--- src/rtl/door_lockout.sv ---
// Keypad door controller: counts consecutive failed attempts, locks out after
// MAX_FAIL failures for LOCK_CYCLES cycles with a blinking red indication.
module door_lockout #(
    parameter int unsigned MAX_FAIL    = 3,
    parameter int unsigned LOCK_CYCLES = 20,
    parameter int unsigned BLINK_DIV   = 4
) (
    input  logic       clk,
    input  logic       reset,
    input  logic       enter,
    input  logic       match,
    input  logic       admin_override,
    output logic       door_open,
    output logic       red_LED,
    output logic       lock_active,
    output logic [2:0] fail_count,
    output logic [7:0] lock_remaining
);

    localparam logic [1:0] IDLE   = 2'd0;
    localparam logic [1:0] OPEN   = 2'd1;
    localparam logic [1:0] DENIED = 2'd2;
    localparam logic [1:0] LOCKED = 2'd3;

    localparam logic [3:0] MAX_FAIL_W = 4'(MAX_FAIL);
    localparam logic [2:0] MAX_FAIL_C = 3'(MAX_FAIL);
    localparam logic [7:0] LOCK_LOAD  = 8'(LOCK_CYCLES - 1);
    localparam logic [7:0] BLINK_LAST = 8'(BLINK_DIV - 1);

    logic [1:0] state;
    logic [1:0] state_n;
    logic       enter_q;
    logic       armed;
    logic       attempt;
    logic [2:0] fail_n;
    logic [3:0] fail_inc;
    logic [7:0] rem_n;
    logic [7:0] blink_cnt;
    logic [7:0] blink_cnt_n;
    logic       blink;
    logic       blink_n;

    // enter_q alone would see a held button as a fresh edge right after reset;
    // armed requires enter to have been seen low since reset before any edge counts.
    assign attempt  = enter & ~enter_q & armed;
    assign fail_inc = {1'b0, fail_count} + 4'd1;

    always_comb begin
        state_n     = state;
        fail_n      = fail_count;
        rem_n       = lock_remaining;
        blink_cnt_n = blink_cnt;
        blink_n     = blink;
        if (admin_override) begin
            state_n     = IDLE;
            fail_n      = '0;
            rem_n       = '0;
            blink_cnt_n = '0;
            blink_n     = 1'b0;
        end else begin
            case (state)
                IDLE: begin
                    if (attempt) begin
                        if (match) begin
                            state_n = OPEN;
                            fail_n  = '0;
                        end else if (fail_inc >= MAX_FAIL_W) begin
                            state_n     = LOCKED;
                            fail_n      = MAX_FAIL_C;
                            rem_n       = LOCK_LOAD;
                            blink_cnt_n = '0;
                            blink_n     = 1'b1;
                        end else begin
                            state_n = DENIED;
                            fail_n  = fail_inc[2:0];
                        end
                    end
                end
                OPEN, DENIED: begin
                    if (!enter) state_n = IDLE;
                end
                LOCKED: begin
                    if (lock_remaining == '0) begin
                        state_n     = IDLE;
                        fail_n      = '0;
                        blink_cnt_n = '0;
                        blink_n     = 1'b0;
                    end else begin
                        rem_n = lock_remaining - 8'd1;
                        if (blink_cnt == BLINK_LAST) begin
                            blink_cnt_n = '0;
                            blink_n     = ~blink;
                        end else begin
                            blink_cnt_n = blink_cnt + 8'd1;
                        end
                    end
                end
                default: state_n = IDLE;
            endcase
        end
    end

    // Outputs are registered from the next-state values so they change together with state.
    always_ff @(posedge clk) begin
        if (reset) begin
            state          <= IDLE;
            enter_q        <= 1'b0;
            armed          <= 1'b0;
            fail_count     <= '0;
            lock_remaining <= '0;
            blink_cnt      <= '0;
            blink          <= 1'b0;
            door_open      <= 1'b0;
            red_LED        <= 1'b0;
            lock_active    <= 1'b0;
        end else begin
            state          <= state_n;
            enter_q        <= enter;
            armed          <= armed | ~enter;
            fail_count     <= fail_n;
            lock_remaining <= rem_n;
            blink_cnt      <= blink_cnt_n;
            blink          <= blink_n;
            door_open      <= (state_n == OPEN);
            red_LED        <= (state_n == DENIED) | ((state_n == LOCKED) & blink_n);
            lock_active    <= (state_n == LOCKED);
        end
    end

endmodule
--- config.mk ---
export PLATFORM = sky130hd
export DESIGN_NAME = door_lockout
export DESIGN_NICKNAME = d
export VERILOG_FILES = /design/src/rtl/door_lockout.sv
export SDC_FILE = /design/constraint.sdc
export NUM_CORES = 1
export LEC_CHECK = 0
export CORE_ASPECT_RATIO = 1.5
export CORE_MARGIN = 2
export CORE_UTILIZATION = 40
export DETAILED_ROUTE_END_ITERATION = 16
export SYNTH_ARGS = -nofsm -noshare
export SYNTH_HDL_FRONTEND = slang
export SYNTH_SLANG_ARGS = --single-unit
--- constraint.sdc ---
create_clock -name clk -period 3 [get_ports clk]
set_input_delay 0.6 -clock clk [delete_from_list [all_inputs] [get_ports clk]]
set_output_delay 0.6 -clock clk [all_outputs]
set_load 0.02 [all_outputs]
==> flow_summary.yaml <==
run_status:
  status: "finished clean"
clocking:
  h-tree-depth: 1
  ctsHoldBuffers: 0
  max-clock-path-buffers: 2
  tritoncts: "yes"
  post_cts_resized: 0
  post-cts-setup-buffer-count: 0
  path_clk_slew_ns: 0.10
  insertion_delay_ns: 0.27
  cts_root_buf: "clkbuf_8"
  numCtsBuffers: 3
  cts_num_sinks: 27
sta:
  worst_pin_slew_ns: 0.7332
  skew_ns: 0.005670
  period_minus_slack_ns: 2.500
  rsz0062_at_grt: "false"
  max-slew-margin-rel_pct: 50.50
  setup_violations: 0
  timing.setup.tns_ns: 0
  layout_setup_ws_ns: 0.5004
  finalCritPeriodShare_pct: 83.32
  hold_violations: 0
  drv_slew: 0
  holdWs_ns: 0.4855
  fmax_mhz: 400.1
final_layout:
  final_common_cell: "dfxtp_1"
  areaGrowthSynthToFinish_pct: 18.40
  nets: 208
  layout_common_cells: "dfxtp_1 (27), nor2_1 (19), clkdlybuf4s50_1 (18)"
  antennaDiodeCount: 0
  drive_gt1_share_pct: 5.128
  final_area_um2: 1707
global_route:
  grt_pass1_vias: 1312
  grt_pass1_wl_um: 5637
  grt_max_degree: 17
  grt_usage_pct: 17.93
  grt.overflow.total: 0
  antenna_found_initial: 0
synth:
  yosysWarnings: 0
  netlist_area_um2: 1441
  synth-main-ff-cell: "dfxtp_1"
  synth-seq-cells: 27
  async_flop_share_pct: 0
  yosysTopAreaCellShare_pct: 37.50
  yosysSeqAreaShare_pct: 37.50
  ys_top_cells_by_area: "dfxtp_1 (38%), ha_1 (6.1%), a21oi_1 (5.2%)"
  syn_nets: 189
  yosysTopAreaCell: "dfxtp_1"
  ys_types: 45
  syn_inst: 177
  synth.avg_cell_area_um2: 8.143
  synth_edf_count: 0
worst_setup_path:
  crit_fanout: 9
  cp_data_arrival_time_ns: 2.70
  worstSetupPathType: "input port to flip-flop"
  end_kind: "flip-flop"
  crit_required_ns: 3.20
  crit_path_start_kind: "input port"
power_and_ir_drop:
  total_power_mw: 0.6319
  p_leak_nw: 0.5725
  power-per-cell-area_nw_per_um2: 370.3
  ir_drop_uv: 187.4
placement:
  io_buffers: 18
  placed_area_um2: 1658
  dpl_worst_slack_ns: 0.2184
  gp_congestion: 0.8740
  place_hpwl_um: 2637
drt:
  dr_total_vias: 1354
  ant_nets: 0
  wire_per_inst_um: 14.32
  wirelength_um: 3393
  drc: 0
  first_pass_iters: 4
  drt_iter0_drc: 18
  via_per_inst: 5.713
floorplanning:
  die_w_um: 53.02
  die_h_um: 77.52
  die_area_um2: 4110
  start_util_pct: 42.20
  placementRows: 26
  io_pins: 19
  core_area_um2: 3416
min_path:
  hp-class: "flip-flop to flip-flop"
job:
  cap_viol_max_count: 0
-- through the flow --
step / util, % / instances
after floorplan: - / 177
after global placement: 48.53 / 233
after detailed placement: 48.53 / 233
after CTS: 49.96 / 237
after global routing: 49.96 / 237
final: 49.96 / 237
-- where the power goes --
group	total [mW]	internal, mW	leakage [nW]	switching [mW]
Clock	0.212	0.0943	0.0217	0.117
Sequential	0.366	0.363	0.218	0.00361
Combinational	0.0541	0.0221	0.333	0.0321
-- synth_stat cells (2+ instances only) --
cell type	n
a211o_1	2
a211oi_1	6
a21o_1	2
a21oi_1	15
and2_1	2
and3_1	4
clkbuf_1	2
dfxtp_1	27
ha_1	7
inv_1	12
nand2_1	16
nand3_1	4
nor2_1	19
nor2b_1	2
nor3_1	7
nor4_1	2
o21ai_0	7
o21ai_1	2
o31ai_1	3
or2_2	2
or3_1	2
or4_1	4
xnor2_1	6
-- logic make-up (layout without fill, tap and decap cells) --
logic type,Yosys count,count (layout),synth area share (%)
flip-flops,27,27,37.50
adder cells (fa/ha/maj),7,7,6.076
XOR/XNOR,6,6,3.646
AO/OA/AOI/OAI,49,49,22.31
AND/OR/NAND/NOR,72,72,26.22
buffers and inverters,16,34,4.253
-- cell type report --
cell class	count	area, µm²
flip-flops and latches	27	540.5
fillers	356	1709
clock inverters	1	7.507
inverters	12	45.04
multi-input cells	134	839.6
well taps	42	52.55
clock buffers	3	41.29
repair buffers	18	180.2
-- registers in the layout, indices dropped and copies added (netlist names) --
register        cells
blink_cnt           8
lock_remaining      8
fail_count          3
state               2
armed               1
blink               1
door_open           1
enter_q             1
lock_active         1
red_LED             1
-- critical path, stage by stage --
cell	delay (ns)
clkdlybuf4s50_1	0.55
and4bb_2	0.30
o311ai_0	0.25
a21o_1	0.34
or4_1	0.48
a31oi_1	0.18
-- path summary, 6_finish.rpt --
path,startpoint,end,slack [ns],depth (start not counted)
setup / recovery,enter,lock_remaining[6],0.50,6
hold / removal,armed,armed,0.49,2
setup reg to reg,blink_cnt[0],blink_cnt[7],0.60,6
hold reg to reg,armed,armed,0.49,2
-- routing by layer --
layer,routed length [µm],global-route usage [%]
met5,0,0
met4,43,6.410
met2,1959,34.63
met3,71,2.115
met1,1319,18.59
(Power assumes the default switching activity.)
